==> src/rtl/wavetable_offset_arbiter_if.sv <==
// Voice/ROM bus of the wavetable offset arbiter.
// The master side is the environment: voice controllers plus the offset ROM.
// The slave side is the arbiter itself.
interface wavetable_offset_arbiter_if #(
   parameter int unsigned VOICES = 8,
   parameter int unsigned VW     = 3
);
   logic [VOICES-1:0]   req;
   logic [VOICES*5-1:0] instr;
   logic                rom_re;
   logic [4:0]          rom_addr;
   logic [7:0]          rom_data;
   logic [VOICES-1:0]   ack;
   logic [7:0]          offset;
   logic [VW-1:0]       offset_voice;
   logic                offset_valid;
   logic                err;

   modport master (
      output req, instr, rom_data,
      input  rom_re, rom_addr, ack, offset, offset_voice, offset_valid, err
   );

   modport slave (
      input  req, instr, rom_data,
      output rom_re, rom_addr, ack, offset, offset_voice, offset_valid, err
   );
endinterface

==> src/rtl/wavetable_offset_arbiter.sv <==
// Round-robin arbiter that shares the wavetable offset ROM between voices.
// It performs one lookup every three cycles: IDLE (arbitrate and latch),
// ISSUE (ROM read), CAPTURE (register the answer). The result strobes
// are visible during the following IDLE cycle.
module wavetable_offset_arbiter #(
   parameter int unsigned VOICES   = 8,
   parameter int unsigned VW       = 3,
   parameter int unsigned ROM_SIZE = 29
) (
   input  logic                        clk,
   input  logic                        rst,
   wavetable_offset_arbiter_if.slave   bus
);

   typedef enum logic [1:0] {IDLE, ISSUE, CAPTURE} state_t;

   state_t            state_q, state_d;
   logic [VW-1:0]     winner_q, winner_d;
   logic [VW-1:0]     last_q, last_d;
   logic              err_flag_q, err_flag_d;
   logic              rom_re_q, rom_re_d;
   logic [4:0]        rom_addr_q, rom_addr_d;
   logic [VOICES-1:0] ack_q, ack_d;
   logic [7:0]        offset_q, offset_d;
   logic [VW-1:0]     offset_voice_q, offset_voice_d;
   logic              offset_valid_q, offset_valid_d;
   logic              err_q, err_d;

   logic [4:0]        instr_arr [VOICES];
   logic              found;
   logic [VW-1:0]     pick;
   logic [VW-1:0]     cand;
   logic [4:0]        pick_instr;
   logic              in_range;

   for (genvar g = 0; g < VOICES; g++) begin : g_unpack
      assign instr_arr[g] = bus.instr[5*g+4:5*g];
   end

   // Round-robin search starting just after the last served voice.
   always_comb begin
      found      = 1'b0;
      pick       = '0;
      cand       = '0;
      pick_instr = '0;
      for (int unsigned i = 1; i <= VOICES; i++) begin
         cand = VW'((32'(last_q) + i) % VOICES);
         if (!found && bus.req[cand]) begin
            found      = 1'b1;
            pick       = cand;
            pick_instr = instr_arr[cand];
         end
      end
      in_range = (32'(pick_instr) < ROM_SIZE);
   end

   // Next-state and next-output logic of the lookup sequencer.
   // The range check is made while latching in IDLE so that rom_re/rom_addr
   // are already registered and driven during the ISSUE cycle.
   always_comb begin
      state_d        = state_q;
      winner_d       = winner_q;
      last_d         = last_q;
      err_flag_d     = err_flag_q;
      rom_re_d       = 1'b0;
      rom_addr_d     = rom_addr_q;
      ack_d          = '0;
      offset_d       = offset_q;
      offset_voice_d = offset_voice_q;
      offset_valid_d = 1'b0;
      err_d          = 1'b0;
      unique case (state_q)
         IDLE: begin
            if (found) begin
               winner_d = pick;
               if (in_range) begin
                  rom_re_d   = 1'b1;
                  rom_addr_d = pick_instr;
                  err_flag_d = 1'b0;
               end else begin
                  err_flag_d = 1'b1;
               end
               state_d = ISSUE;
            end
         end
         ISSUE: begin
            state_d = CAPTURE;
         end
         CAPTURE: begin
            offset_d         = err_flag_q ? 8'h00 : bus.rom_data;
            offset_voice_d   = winner_q;
            ack_d[winner_q]  = 1'b1;
            offset_valid_d   = 1'b1;
            err_d            = err_flag_q;
            last_d           = winner_q;
            state_d          = IDLE;
         end
         default: begin
            state_d = IDLE;
         end
      endcase
   end

   // State and output registers with synchronous reset.
   always_ff @(posedge clk) begin
      if (rst) begin
         state_q        <= IDLE;
         winner_q       <= '0;
         last_q         <= VW'(VOICES - 1);
         err_flag_q     <= 1'b0;
         rom_re_q       <= 1'b0;
         rom_addr_q     <= '0;
         ack_q          <= '0;
         offset_q       <= '0;
         offset_voice_q <= '0;
         offset_valid_q <= 1'b0;
         err_q          <= 1'b0;
      end else begin
         state_q        <= state_d;
         winner_q       <= winner_d;
         last_q         <= last_d;
         err_flag_q     <= err_flag_d;
         rom_re_q       <= rom_re_d;
         rom_addr_q     <= rom_addr_d;
         ack_q          <= ack_d;
         offset_q       <= offset_d;
         offset_voice_q <= offset_voice_d;
         offset_valid_q <= offset_valid_d;
         err_q          <= err_d;
      end
   end

   assign bus.rom_re       = rom_re_q;
   assign bus.rom_addr     = rom_addr_q;
   assign bus.ack          = ack_q;
   assign bus.offset       = offset_q;
   assign bus.offset_voice = offset_voice_q;
   assign bus.offset_valid = offset_valid_q;
   assign bus.err          = err_q;

endmodule

==> src/flat_wrapper.sv <==
// flat-port wrapper written by rule: the top's interface ports become plain ports
module wavetable_offset_arbiter_flat 
#(
   parameter int unsigned VOICES   = 8,
   parameter int unsigned VW       = 3,
   parameter int unsigned ROM_SIZE = 29
)
  (clk, rst, bus_req, bus_instr, bus_rom_data, bus_rom_re, bus_rom_addr, bus_ack, bus_offset, bus_offset_voice, bus_offset_valid, bus_err);
  wavetable_offset_arbiter_if #(.VOICES(VOICES), .VW(VW)) bus_i ();
  input  logic clk;
  input  logic rst;
  input wire logic [$bits(bus_i.req)-1:0] bus_req;
  input wire logic [$bits(bus_i.instr)-1:0] bus_instr;
  input wire logic [$bits(bus_i.rom_data)-1:0] bus_rom_data;
  output wire logic [$bits(bus_i.rom_re)-1:0] bus_rom_re;
  output wire logic [$bits(bus_i.rom_addr)-1:0] bus_rom_addr;
  output wire logic [$bits(bus_i.ack)-1:0] bus_ack;
  output wire logic [$bits(bus_i.offset)-1:0] bus_offset;
  output wire logic [$bits(bus_i.offset_voice)-1:0] bus_offset_voice;
  output wire logic [$bits(bus_i.offset_valid)-1:0] bus_offset_valid;
  output wire logic [$bits(bus_i.err)-1:0] bus_err;
  assign bus_i.req = bus_req;
  assign bus_i.instr = bus_instr;
  assign bus_i.rom_data = bus_rom_data;
  assign bus_rom_re = bus_i.rom_re;
  assign bus_rom_addr = bus_i.rom_addr;
  assign bus_ack = bus_i.ack;
  assign bus_offset = bus_i.offset;
  assign bus_offset_voice = bus_i.offset_voice;
  assign bus_offset_valid = bus_i.offset_valid;
  assign bus_err = bus_i.err;
  wavetable_offset_arbiter #(.VOICES(VOICES), .VW(VW), .ROM_SIZE(ROM_SIZE)) u_core (.clk(clk), .rst(rst), .bus(bus_i));
endmodule
==> config.mk <==
export PLATFORM = sky130hd
export DESIGN_NAME = wavetable_offset_arbiter_flat
export DESIGN_NICKNAME = d
export VERILOG_FILES = /design/src/rtl/wavetable_offset_arbiter_if.sv /design/src/rtl/wavetable_offset_arbiter.sv /design/src/flat_wrapper.sv
export SDC_FILE = /design/constraint.sdc
export NUM_CORES = 1
export LEC_CHECK = 0
export ABC_AREA = 1
export CAP_MARGIN = 20
export CORE_UTILIZATION = 55
export DETAILED_ROUTE_END_ITERATION = 10
export PLACE_DENSITY = 0.91
export SKIP_LAST_GASP = 1
export SYNTH_ARGS = -nofsm -noshare
export SYNTH_HDL_FRONTEND = slang
export SYNTH_SLANG_ARGS = --single-unit
==> constraint.sdc <==
create_clock -name clk -period 9.4 [get_ports clk]
set_input_delay 1.88 -clock clk [delete_from_list [all_inputs] [get_ports clk]]
set_output_delay 1.88 -clock clk [all_outputs]
set_load 0.02 [all_outputs]
# Yosys cells after proc, flatten, opt, wreduce, memory -nomap -nowiden
# Cells that the tools add are included.
# word_totals
register_bits,36
latch_bits,0
mem_bits_rw,0
rom_bits,0
in_bits,58
output_inout_bits,27
word_cells,144
mem_count,0
# classes
addsub,8
mul,0
div_mod_pow,0
magnitude_cmp,19
eq_ne,3
shift,0
muxes,72
n_bitwise,11
reduce_logical,20
# ops
op,n
5-bit binary-select mux with 3-bit select,8
5-bit two-way mux,24
3-bit by 4-bit less-than comparator with 1-bit output (second input constant),9
4-bit greater-or-equal comparator (second input constant),8
3-bit NOT with 4-bit output,8
1-bit binary-select mux with 3-bit select,8
3-bit two-way mux,8
1-bit two-way mux,20
3-bit adder (second input constant),4
1-bit logical AND,8
8-bit two-way mux,1
1-bit logical NOT,7
3-bit by 1-bit adder with 3-bit output (second input constant),2
3-bit by 2-bit adder with 3-bit output (second input constant),2
5-bit less-than comparator (second input constant),1
2-bit one-hot mux with 2 select lines,1
1-bit demux with 3-bit select,1
3-bit by 1-bit greater-or-equal comparator with 1-bit output (second input constant),1
1-bit NOT,3
3-bit AND reduction,1
3-bit OR reduction,1
2-bit by 1-bit == test with 1-bit output (second input constant),1
2-bit == test (second input constant),1
2-bit logical NOT,1
other kinds (4),4

# Depth between registers and ports, before layout
# Gate-level depths: netlist (run 1).
# depth
depth_word,27
mapped_depth,22
depth_no_buf,19

# Worst setup path before layout (run 1)
# No wires, ideal clock.
# synth_path
path_type,input-to-reg
start,input port bus_req[6]
end,register u_core.rom_addr_q[0] (netlist: u_core.bus.rom_addr[0])
setup_time_ns,0.115
arrival_time_ns,3.425
required_ns,9.285
path_slack_ns,5.860
cell_stages,14
n_path_buf,0
cell_sequence,nand2_1 > nand3_1 > nand3_2 > nand2_4 > nor2_8 > nand4_4 > nor2_8 > nand3_4 > a21oi_2 > nor2_1 > nor2_4 > nand3_4 > a21oi_1 > nor2_1
# synth_between
elab_chain_len,26
word_cells_on_any_way,48
cone_classes,1 x order compare; 32 x mux; 15 x reduce/logical
# synth_lines
element,line,source
"start, declared",flat_wrapper.sv:12,input wire logic [$bits(bus_i.req)-1:0] bus_req;
1-bit binary-select mux with 3-bit select,wavetable_offset_arbiter.sv:48,if (!found && bus.req[cand]) begin
1-bit two-way mux (not written as such),wavetable_offset_arbiter.sv:48,
1-bit two-way mux,wavetable_offset_arbiter.sv:48,
1-bit logical NOT,wavetable_offset_arbiter.sv:48,
1-bit logical AND,wavetable_offset_arbiter.sv:48,
1-bit two-way mux,wavetable_offset_arbiter.sv:48,
1-bit logical NOT,wavetable_offset_arbiter.sv:48,
1-bit logical AND,wavetable_offset_arbiter.sv:48,
[... 10 more ...],-,
1-bit logical NOT,wavetable_offset_arbiter.sv:48,
1-bit logical AND,wavetable_offset_arbiter.sv:48,
1-bit two-way mux,wavetable_offset_arbiter.sv:48,
1-bit logical NOT,wavetable_offset_arbiter.sv:48,
1-bit logical AND,wavetable_offset_arbiter.sv:48,
5-bit two-way mux,wavetable_offset_arbiter.sv:48,
5-bit less-than comparator,wavetable_offset_arbiter.sv:54,in_range = (32'(pick_instr) < ROM_SIZE);
3-bit AND reduction (no line),-,
"end signal, assigned",wavetable_offset_arbiter.sv:124,rom_addr_q <= rom_addr_d;
"end, declared",wavetable_offset_arbiter.sv:22,"logic [4:0] rom_addr_q, rom_addr_d;"
# Parallel ways exist; a longest one is shown, timed or not. The select of a mux whose other input is x is not followed.
# A chain may end at the register's enable or synchronous reset.

# Final worst setup path (run 1)
# layout_path
start,register u_core.last_q[0]
end,register u_core.rom_addr_q[4] (netlist: u_core.bus.rom_addr[4])
# layout_between
elab_chain_len,27
word_cells_on_any_way,88
cone_classes,8 x add/sub; 1 x order compare; 56 x mux; 8 x bitwise; 15 x reduce/logical
# layout_lines
element,line,source
"start, declared",wavetable_offset_arbiter.sv:19,"logic [VW-1:0] last_q, last_d;"
"start signal, assigned",wavetable_offset_arbiter.sv:109,last_q <= VW'(VOICES - 1);
"start signal, assigned",wavetable_offset_arbiter.sv:121,last_q <= last_d;
3-bit by 1-bit adder with 3-bit output,wavetable_offset_arbiter.sv:47,cand = VW'((32'(last_q) + i) % VOICES);
1-bit binary-select mux with 3-bit select,wavetable_offset_arbiter.sv:48,
1-bit two-way mux (not written as such),wavetable_offset_arbiter.sv:48,
1-bit two-way mux,wavetable_offset_arbiter.sv:48,
1-bit logical NOT,wavetable_offset_arbiter.sv:48,
1-bit logical AND,wavetable_offset_arbiter.sv:48,
1-bit two-way mux,wavetable_offset_arbiter.sv:48,
1-bit logical NOT,wavetable_offset_arbiter.sv:48,
[... 11 more ...],-,
1-bit logical NOT,wavetable_offset_arbiter.sv:48,
1-bit logical AND,wavetable_offset_arbiter.sv:48,
1-bit two-way mux,wavetable_offset_arbiter.sv:48,
1-bit logical NOT,wavetable_offset_arbiter.sv:48,
1-bit logical AND,wavetable_offset_arbiter.sv:48,
5-bit two-way mux,wavetable_offset_arbiter.sv:48,
5-bit less-than comparator,wavetable_offset_arbiter.sv:54,
3-bit AND reduction (no line),-,
# Parallel ways exist; a longest one is shown, timed or not. The select of a mux whose other input is x is not followed.

==> results.yml, run 1 <==
outcome:
  outcome: "complete, no violations"
detailed_routing:
  antenna_left: 0
  total_wire_length_after_detailed_routing_mm: 12.41
  routed_via_density: 5.997
  wl_per_cell_um: 15.83
  dr_total_vias: 4702
  drt_drc_violations_left: 0
  detail_route.iter0.violations: 397
  dr.pass1.iters: 6
timing:
  clock-skew-final_ps: 2.879
  max_freq_ghz: 0.2077
  timing.final.max_slew_violations: 0
  fin_ws_ps: 4585
  fin_setup_tns_ps: 0
  slew-limit-headroom_pct: 42.85
  unrepaired_setup_endpoints_after_global_routing: "false"
  timing.final.crit_share_pct: 51.23
  period_minus_slack_ps: 4815
  worstMarginPinSlew_ps: 857.3
  setup_viol: 0
  finalHoldViolCount: 0
synth:
  post_synth_num_cell_types: 47
  mappedNetlistNets: 707
  synth.avg_cell_area_um2: 5.616
  synth_top_area_cell: "nand2_1"
  post_synth_inst_count: 647
  synth_enable_flop_cells: 0
  yosys.area.top_type_share_pct: 25.10
  async_reset_ff_share_pct: 0
  synth_sequential_area_ratio_pct: 19.83
  netlist_area_mm2: 0.003633
  synth-main-ff-cell: "dfxtp_1"
  synth-warning-count: 0
  largest_cells_by_area_after_synthesis: "nand2_1 25%, dfxtp_1 20%, nand3_1 17%"
  yosys_register_bits: 36
power_and_ir_drop:
  powerDensity_mw_per_mm2: 154.2
  net_switching_uw: 311.5
  clock_power_share_pct: 21.2
  swShare_pct: 44.17
  internal-power_uw: 393.7
  max-vdd-ir-drop_mv: 0.1972
  comb_power_share_pct: 53.4
  leak_pwr_uw: 0.002114
  post-layout-total-power_uw: 705.2
  sequentialPowerShare_pct: 25.4
clock_tree:
  buffer_depth_of_the_longest_clock_path: 2
  post_cts_resize_count: 0
  post_cts_hold_buffer_count: 0
  tritoncts_buffers: 5
  cts-root-buf: "clkbuf_8"
  post_cts_buffers: 0
  clk_transition_reported_paths_ps: 70
  tritoncts: "built"
  cts.htree.levels: 2
  clock_latency_ps: 290
  clock_sinks: 36
critical_path:
  max_stage_delay_ps: 770
  worst_path_dominant_cell_family: "buffers and inverters"
  worst_ep_required_time_ps: 9590
  critPathCaptureType: "flop"
  critPathCapture: "u_core.bus.rom_addr[4]$_SDFFE_PP0P_"
  critical_path.slowest_cell: "ha_1"
  critPathBufInv: 4
  worstPathCellList: "buf_4 > inv_2 > ha_1 > inv_1 > nand3_1 > nand3_2 > nand2_4 > nor2_8 > nand4_4 > nor2_8 > nand3_4 > inv_2 > o21ai_1 > o21ai_2 > nand2_2 > nand3_4 > nand3_1 > nand2_1 > nor2_1"
  worst-path-max-fanout: 53
  critical_path_origin: "u_core.last_q[0]$_SDFFE_PP1P_"
  r2r_start: "u_core.last_q[0]$_SDFFE_PP1P_"
  r2r_setup_slk_ps: 4580
  setup.worst_path.start_class: "flop"
  r2r_end: "u_core.bus.rom_addr[4]$_SDFFE_PP0P_"
  ff2ff_path_depth: 19
  ws_path_type: "flop to flop"
  data_arrival_time_of_the_critical_path_ps: 5000
  worst_path_depth: 19
floorplan:
  die_h_um: 83.28
  die_width_um: 83.28
  rows: 29
  design.core.area_mm2: 0.006350
  io_pins: 85
  initial_utilization_pct: 57.22
  floorplan.die_area_mm2: 0.006936
final_layout:
  most-common-layout-cells: "243 x nand2_1, 124 x nand3_1, 84 x clkdlybuf4s50_1, 38 x o21ai_0, 36 x dfxtp_1"
  ant_diodes: 0
  area_growth_pct: 25.90
  layout.cells.non_filler: 784
  layout_commonest_cell: "nand2_1"
  post-route-util_pct: 72.04
  layout-drive-gt1-share_pct: 6.365
  final.fill_count: 556
  final_net_count: 766
min_path:
  hold_path.class: "flop to flop"
grt:
  antenna_violations_before_repair: 0
  gr-usage-all-layers_pct: 35.46
  grt_pass1_vias: 4292
  grt_start_max_net_pins: 54
  wire_length_of_the_first_global_routing_pass_mm: 19.93
  globalRoute.totalOverflow: 0
place:
  dp_hpwl_mm: 9.523
  numPortBuffers: 84
  dpl_worst_slack_ps: 4208
  gp_congestion: 1.060
  dpl.cell_count: 775
run:
  maxCapViolCount: 0
worst register-to-register path: cells and delay by family (launching register included):
family | cells | cell delay, ps
AO/OA/AOI/OAI | 2 | 260
flip-flops | 1 | 310
adder cells (fa/ha/maj) | 1 | 790
buffers and inverters | 4 | 1750
AND/OR/NAND/NOR | 12 | 1610
cell type report:
cell class                 count  area, um^2  area share [%]
tap                           77       96.34           2.106
clock inverter                 1       30.03          0.6565
inverter                      37       141.4           3.091
timing repair buffer          87       883.3           19.31
clock buffer                   7       96.34           2.106
sequential                    36       720.7           15.75
multi-input combinational    539        2606           56.97
synth_stat cells, types with 3 or more instances:
library cell / number
or2_2: 3
inv_2: 5
buf_1: 7
o21ai_0: 38
nand2_1: 243
nor4_1: 6
buf_2: 12
nor2_1: 35
o211ai_1: 5
nand2_2: 5
nand4_1: 5
and2_1: 5
a31oi_1: 5
inv_1: 30
nand3_1: 124
dfxtp_1: 36
a21oi_1: 24
clkbuf_1: 13
nor3_1: 4
nor2_4: 3
o21ai_1: 5
registers in the layout (all words and copies together), names as in the netlist:
| signal | count |
|---|---|
| u_core.last_q | 3 |
| u_core.bus.offset | 8 |
| u_core.bus.rom_addr | 5 |
| u_core.bus.offset_voice | 3 |
| u_core.bus.ack | 8 |
| u_core.err_flag_q | 1 |
| u_core.state_q | 2 |
| u_core.bus.offset_valid | 1 |
| u_core.winner_q | 3 |
| u_core.bus.err | 1 |
| u_core.bus.rom_re | 1 |
metal layers:
metal  vias up  part of all wire (%)  track usage, %
li1       2279                     -               -
met1      2124                    43           45.98
met2       247                    46           58.57
met3        52                   6.7           4.672
met4         0                   4.1           15.83
met5         -                     0               0
power by group through the flow:
stage	Combinational, uW	Clock, uW	Sequential (uW)
finish	376	150	179
global route	412	157	181
CTS	364	151	181
detailed placement	362	0	184
global placement	357	0	184
floorplan	250	0	190
cell families after synthesis:
logic type	after synthesis	share of synthesized area, %
XOR/XNOR	3	1.343
flip-flops	36	19.83
AO/OA/AOI/OAI	89	13.88
AND/OR/NAND/NOR	445	55.82
buffers and inverters	72	8.437
adder cells (fa/ha/maj)	2	0.6886
through the flow:
stage / hold slack [ps] / instance area (um^2)
floorplan: 421.5 / 3633
global placement: 433.0 / 4420
detailed placement: 438.6 / 4420
CTS: 449.4 / 4547
global route: 487.5 / 4574
finish: 448.0 / 4574
worst min-delay path by stage:
| stage | start | depth (start not counted) | to | slack, ps |
|---|---|---|---|---|
| 2_1_floorplan | u_core.state_q[1]$_SDFFE_PP0P_ | 1 | u_core.state_q[1]$_SDFFE_PP0P_ | 420 |
| 5_1_grt | u_core.state_q[0]$_SDFFE_PP0P_ | 2 | u_core.state_q[1]$_SDFFE_PP0P_ | 490 |
| 6_report | u_core.bus.rom_addr[3]$_SDFFE_PP0P_ | 2 | u_core.bus.rom_addr[3]$_SDFFE_PP0P_ | 450 |
| 3_3_place_gp | u_core.bus.rom_addr[3]$_SDFFE_PP0P_ | 2 | u_core.bus.rom_addr[3]$_SDFFE_PP0P_ | 430 |
| 3_5_place_dp | u_core.bus.rom_addr[3]$_SDFFE_PP0P_ | 2 | u_core.bus.rom_addr[3]$_SDFFE_PP0P_ | 440 |
| 4_1_cts | u_core.bus.rom_addr[3]$_SDFFE_PP0P_ | 2 | u_core.bus.rom_addr[3]$_SDFFE_PP0P_ | 450 |
No activity file was read; power rests on OpenSTA's default activity.
==> run 2: changes to the inputs <==
- CORE_UTILIZATION: 55 -> 51
- PLACE_DENSITY: 0.91 -> 0.85
- clock period: 9.4 -> 4.8 ns (I/O delays scaled with it)
==> run 2 against run 1 <==
Against the previous run:
- cell count is 3.1% higher
- cell area is 0.19% higher
- count of clock-buffer cells in the layout stayed put
- power is 87% higher
- clock power is 49% higher
- worst setup slack worse by 3300 ps
==> results.yml, run 2 (same netlist as run 1, synthesis figures left out) <==
outcome:
  outcome: "complete, no violations"
floorplan:
  floorplan.die_area_mm2: 0.007466
  rows: 30
  die_h_um: 86.41
  io_pins: 85
  die_width_um: 86.41
  initial_utilization_pct: 53.19
  design.core.area_mm2: 0.006832
critical_path:
  data_arrival_time_of_the_critical_path_ps: 3720
  r2r_end: "u_core.bus.rom_addr[4]$_SDFFE_PP0P_"
  worst_ep_required_time_ps: 4980
  ws_path_type: "flop to flop"
  r2r_start: "u_core.last_q[1]$_SDFFE_PP1P_"
  worst-path-max-fanout: 28
  ff2ff_path_depth: 18
  setup.worst_path.start_class: "flop"
  critPathCaptureType: "flop"
  r2r_setup_slk_ps: 1260
min_path:
  holdPathStages: 2
  holdPathEnd: "u_core.bus.rom_addr[3]$_SDFFE_PP0P_"
  hp-start: "u_core.bus.rom_addr[3]$_SDFFE_PP0P_"
  hold_path.class: "flop to flop"
clock_tree:
  clock_sinks: 36
  post_cts_hold_buffer_count: 0
  tritoncts_buffers: 5
  cts-root-buf: "clkbuf_8"
  cts.htree.levels: 2
  tritoncts: "built"
  post_cts_buffers: 0
  post_cts_resize_count: 0
  clock_latency_ps: 280
  clk_transition_reported_paths_ps: 70
  buffer_depth_of_the_longest_clock_path: 2
power_and_ir_drop:
  max-vdd-ir-drop_mv: 0.1946
  post-layout-total-power_uw: 1316
  leak_pwr_uw: 0.002109
  powerDensity_mw_per_mm2: 287.2
final_layout:
  area_growth_pct: 26.14
  final_net_count: 771
  layout-drive-gt1-share_pct: 6.882
  final.fill_count: 640
  ant_diodes: 0
  most-common-layout-cells: "243 x nand2_1, 124 x nand3_1, 84 x clkdlybuf4s50_1, 38 x o21ai_0, 36 x dfxtp_1"
  layout_commonest_cell: "nand2_1"
  seq_area_um2: 720.7
  post-route-util_pct: 67.09
  multi_input_comb_area_mm2: 0.002606
timing:
  max_freq_ghz: 0.2826
  worstMarginPinSlew_ps: 855.7
  timing.final.max_slew_violations: 0
  finalHoldViolCount: 0
  slew-limit-headroom_pct: 42.67
  setup_viol: 0
  unrepaired_setup_endpoints_after_global_routing: "false"
  timing.final.crit_share_pct: 73.71
  clock-skew-final_ps: 7.055
  fin_setup_tns_ps: 0
  period_minus_slack_ps: 3538
detailed_routing:
  antenna_left: 0
  drt_drc_violations_left: 0
  dr.pass1.iters: 5
  total_wire_length_after_detailed_routing_mm: 12.57
  routed_via_density: 5.780
  detail_route.iter0.violations: 384
  wl_per_cell_um: 15.56
  dr_total_vias: 4670
grt:
  antenna_violations_before_repair: 0
  grt_start_max_net_pins: 53
  gr-usage-all-layers_pct: 34.79
  globalRoute.totalOverflow: 0
  wire_length_of_the_first_global_routing_pass_mm: 20.47
  grt_pass1_vias: 4387
place:
  gp_congestion: 0.9368
  numPortBuffers: 84
  dp_hpwl_mm: 9.423
run:
  maxCapViolCount: 0
-- run 2: cell count changes in the layout (fill, tap and decap cells not counted), sizes merged --
cell,previous run,this run
buf,3,8
bufinv,1,0
clkinvlp,0,1
-- run 2: report_power, final --
part	internal (uW)	leakage [uW]	switching (uW)
combinational	262	0.00177	479
clock	117	0.0000445	106
sequential	328	0.000294	24.5
total	706	0.00211	610
-- run 2: layout make-up --
| type | count | share of cell area, % |
|---|---|---|
| multi-input combinational | 539 | 56.87 |
| sequential | 36 | 15.72 |
| timing repair buffer | 92 | 19.66 |
| inverter | 37 | 3.085 |
| clock buffer | 7 | 1.884 |
| clock inverter | 1 | 0.1638 |
| tap | 96 | 2.621 |
-- run 2: per-layer routing --
metal | GRT usage, % | vias to the layer above | part of all wire (%) | wire [um]
li1 | - | 2285 | - | -
met1 | 44.65 | 2118 | 43 | 5368
met2 | 57.94 | 222 | 47 | 5909
met3 | 3.619 | 45 | 6.2 | 778
met4 | 17.73 | 0 | 4.1 | 518
met5 | 0 | - | 0 | 0
-- run 2: worst max-delay path by stage --
stage                     cells past startpoint                     startpoint  slack, ps                                   to
after floorplan                              18  u_core.last_q[1]$_SDFFE_PP1P_       1840  u_core.bus.rom_addr[0]$_SDFFE_PP0P_
after global placement                       18  u_core.last_q[1]$_SDFFE_PP1P_       1300  u_core.bus.rom_addr[0]$_SDFFE_PP0P_
after detailed placement                     17                     bus_req[7]       1270  u_core.bus.rom_addr[1]$_SDFFE_PP0P_
after CTS                                    18  u_core.last_q[1]$_SDFFE_PP1P_       1310  u_core.bus.rom_addr[1]$_SDFFE_PP0P_
after global routing                         18  u_core.last_q[1]$_SDFFE_PP1P_       1010  u_core.bus.rom_addr[1]$_SDFFE_PP0P_
final                                        18  u_core.last_q[1]$_SDFFE_PP1P_       1260  u_core.bus.rom_addr[4]$_SDFFE_PP0P_
-- run 2: per-stage QoR --
step / setup slack (ps) / std cells / hold WS [ps] / instance area (um^2)
after floorplan: 1837 / 647 / 421.5 / 3633
after global placement: 1300 / 800 / 431.4 / 4489
after detailed placement: 1272 / 800 / 440.4 / 4489
after CTS: 1308 / 808 / 450.5 / 4583
after global routing: 1015 / 808 / 479.1 / 4583
final: 1262 / 808 / 448.2 / 4583
-- run 2: worst max-delay path, stage by stage, from the launching register on --
cell and delay (ps):
dfxtp_1 320, inv_2 390, ha_1 460, inv_1 260
nand3_1 150, nand3_2 120, nand2_4 120, nor2_8 220
nand4_4 160, nor2_8 210, nand3_4 170, inv_2 180
o21ai_1 110, o21ai_2 110, nand2_2 90, nand3_4 130
nand3_1 90, nand2_1 70, nor2_1 40
==> run 3: changes to the inputs <==
- clock period: 4.8 -> 3.4 ns (I/O delays scaled with it)
==> run 3 against run 2 <==
Against the previous run:
- critical path depth grew 1
- non-clock buffer count up 9
- highest routed layer unchanged
- core utilization grew 0.93 points
==> results.yml, run 3 (same netlist as run 1, synthesis figures left out) <==
outcome:
  outcome: "complete, no violations"
final_layout:
  post-route-util_pct: 68.02
  ant_diodes: 0
  layout-drive-gt1-share_pct: 7.917
  area_growth_pct: 27.89
  final_net_count: 780
  most-common-layout-cells: "243 x nand2_1, 124 x nand3_1, 84 x clkdlybuf4s50_1, 38 x o21ai_0, 36 x dfxtp_1"
  layout_commonest_cell: "nand2_1"
clock_tree:
  clk_transition_reported_paths_ps: 70
  cts-root-buf: "clkbuf_8"
  tritoncts: "built"
  cts.htree.levels: 2
  buffer_depth_of_the_longest_clock_path: 2
  post_cts_resize_count: 0
  post_cts_buffers: 0
  clock_latency_ps: 280
  clock_sinks: 36
  post_cts_hold_buffer_count: 0
  tritoncts_buffers: 5
power_and_ir_drop:
  powerDensity_mw_per_mm2: 396.5
  max-vdd-ir-drop_mv: 0.2986
  leak_pwr_uw: 0.002156
min_path:
  hold_path.class: "flop to flop"
  hp-start: "u_core.state_q[1]$_SDFFE_PP0P_"
  holdPathStages: 1
  holdPathEnd: "u_core.state_q[1]$_SDFFE_PP0P_"
detailed_routing:
  antenna_left: 0
  detail_route.iter0.violations: 317
  total_wire_length_after_detailed_routing_mm: 12.58
  wl_per_cell_um: 15.42
  routed_via_density: 5.822
  drt_drc_violations_left: 0
  dr_total_vias: 4751
  dr.pass1.iters: 5
timing:
  fin_setup_tns_ps: 0
  max_freq_ghz: 0.3177
  timing.final.max_slew_violations: 0
  timing.final.crit_share_pct: 92.59
  finalHoldViolCount: 0
  clock-skew-final_ps: 6.446
  period_minus_slack_ps: 3148
  worstMarginPinSlew_ps: 621.5
  setup_viol: 0
  slew-limit-headroom_pct: 58.41
  unrepaired_setup_endpoints_after_global_routing: "false"
run:
  maxCapViolCount: 0
place:
  gp_congestion: 0.9823
  dp_hpwl_mm: 9.556
  numPortBuffers: 84
critical_path:
  ws_path_type: "flop to flop"
  data_arrival_time_of_the_critical_path_ps: 3320
  critPathCaptureType: "flop"
  worst_ep_required_time_ps: 3570
  setup.worst_path.start_class: "flop"
  worst-path-max-fanout: 29
  ff2ff_path_depth: 19
  r2r_setup_slk_ps: 250
  r2r_start: "u_core.last_q[1]$_SDFFE_PP1P_"
  r2r_end: "u_core.bus.rom_addr[4]$_SDFFE_PP0P_"
grt:
  antenna_violations_before_repair: 0
  globalRoute.totalOverflow: 0
  grt_start_max_net_pins: 51
  wire_length_of_the_first_global_routing_pass_mm: 20.40
  grt_pass1_vias: 4372
  gr-usage-all-layers_pct: 34.78
floorplan:
  rows: 30
  die_width_um: 86.41
  design.core.area_mm2: 0.006832
  io_pins: 85
  die_h_um: 86.41
  initial_utilization_pct: 53.19
  floorplan.die_area_mm2: 0.007466
==> run 3: metal layers <==
metal,track usage [%],share of wire [%]
met5,0,0
met4,14.70,3.1
met3,5.905,6.8
met2,59.60,48
met1,43.05,42
==> run 3: stage by stage <==
stage          instance area, um^2  hold slack (ps)  std cells  total power, uW  setup slack [ps]
2_1_floorplan                 3633            421.5        647             1217             436.9
3_3_place_gp                  4569            436.3        809             1534             205.4
3_5_place_dp                  4569            439.8        809             1545             162.6
4_1_cts                       4647            447.2        816             1824             297.3
5_1_grt                       4647            468.4        816             1975             4.051
6_report                      4647            450.3        816             1842             252.0
==> run 3: worst max-delay path by stage <==
stage	start	endpoint	slack, ps	cells after the start
final	u_core.last_q[1]$_SDFFE_PP1P_	u_core.bus.rom_addr[4]$_SDFFE_PP0P_	250	19
after global routing	u_core.last_q[1]$_SDFFE_PP1P_	u_core.bus.rom_addr[0]$_SDFFE_PP0P_	4	19
after CTS	u_core.last_q[1]$_SDFFE_PP1P_	u_core.bus.rom_addr[1]$_SDFFE_PP0P_	300	19
after detailed placement	bus_req[0]	u_core.bus.rom_addr[1]$_SDFFE_PP0P_	160	17
after global placement	bus_req[7]	u_core.bus.rom_addr[0]$_SDFFE_PP0P_	210	17
after floorplan	u_core.last_q[1]$_SDFFE_PP1P_	u_core.bus.rom_addr[0]$_SDFFE_PP0P_	440	18
==> run 3: cell type report <==
class | instances | area [um^2]
Clock buffer | 6 | 72.57
Clock inverter | 1 | 5.005
Fill cell | 656 | 2185
Inverter | 37 | 141.4
Multi-Input combinational cell | 539 | 2606
Sequential cell | 36 | 720.7
Tap cell | 96 | 120.1
Timing Repair Buffer | 101 | 980.9
==> run 3: worst max-delay path, stage by stage, from the launching register on <==
cell and delay, ps:
dfxtp_1 360, buf_4 370, ha_1 260, inv_1 70, nand2_2 70, nand2_2 90, nand3_2 110, nand2_4 110
nor2_8 210, nand4_4 160, nor2_8 200, nand3_4 140, inv_2 160, o21ai_1 130, o21ai_2 110, nand2_2 90
nand3_4 130, nand3_1 90, nand2_1 80, nor2_1 50
==> run 3: power by group <==
group          internal [uW]  leakage (uW)  switching [uW]  total (uW)
Sequential               463      0.000294            33.9         497
Combinational            391       0.00182             671        1060
Clock                    139     0.0000410             145         284
Total                    993       0.00216             850        1840
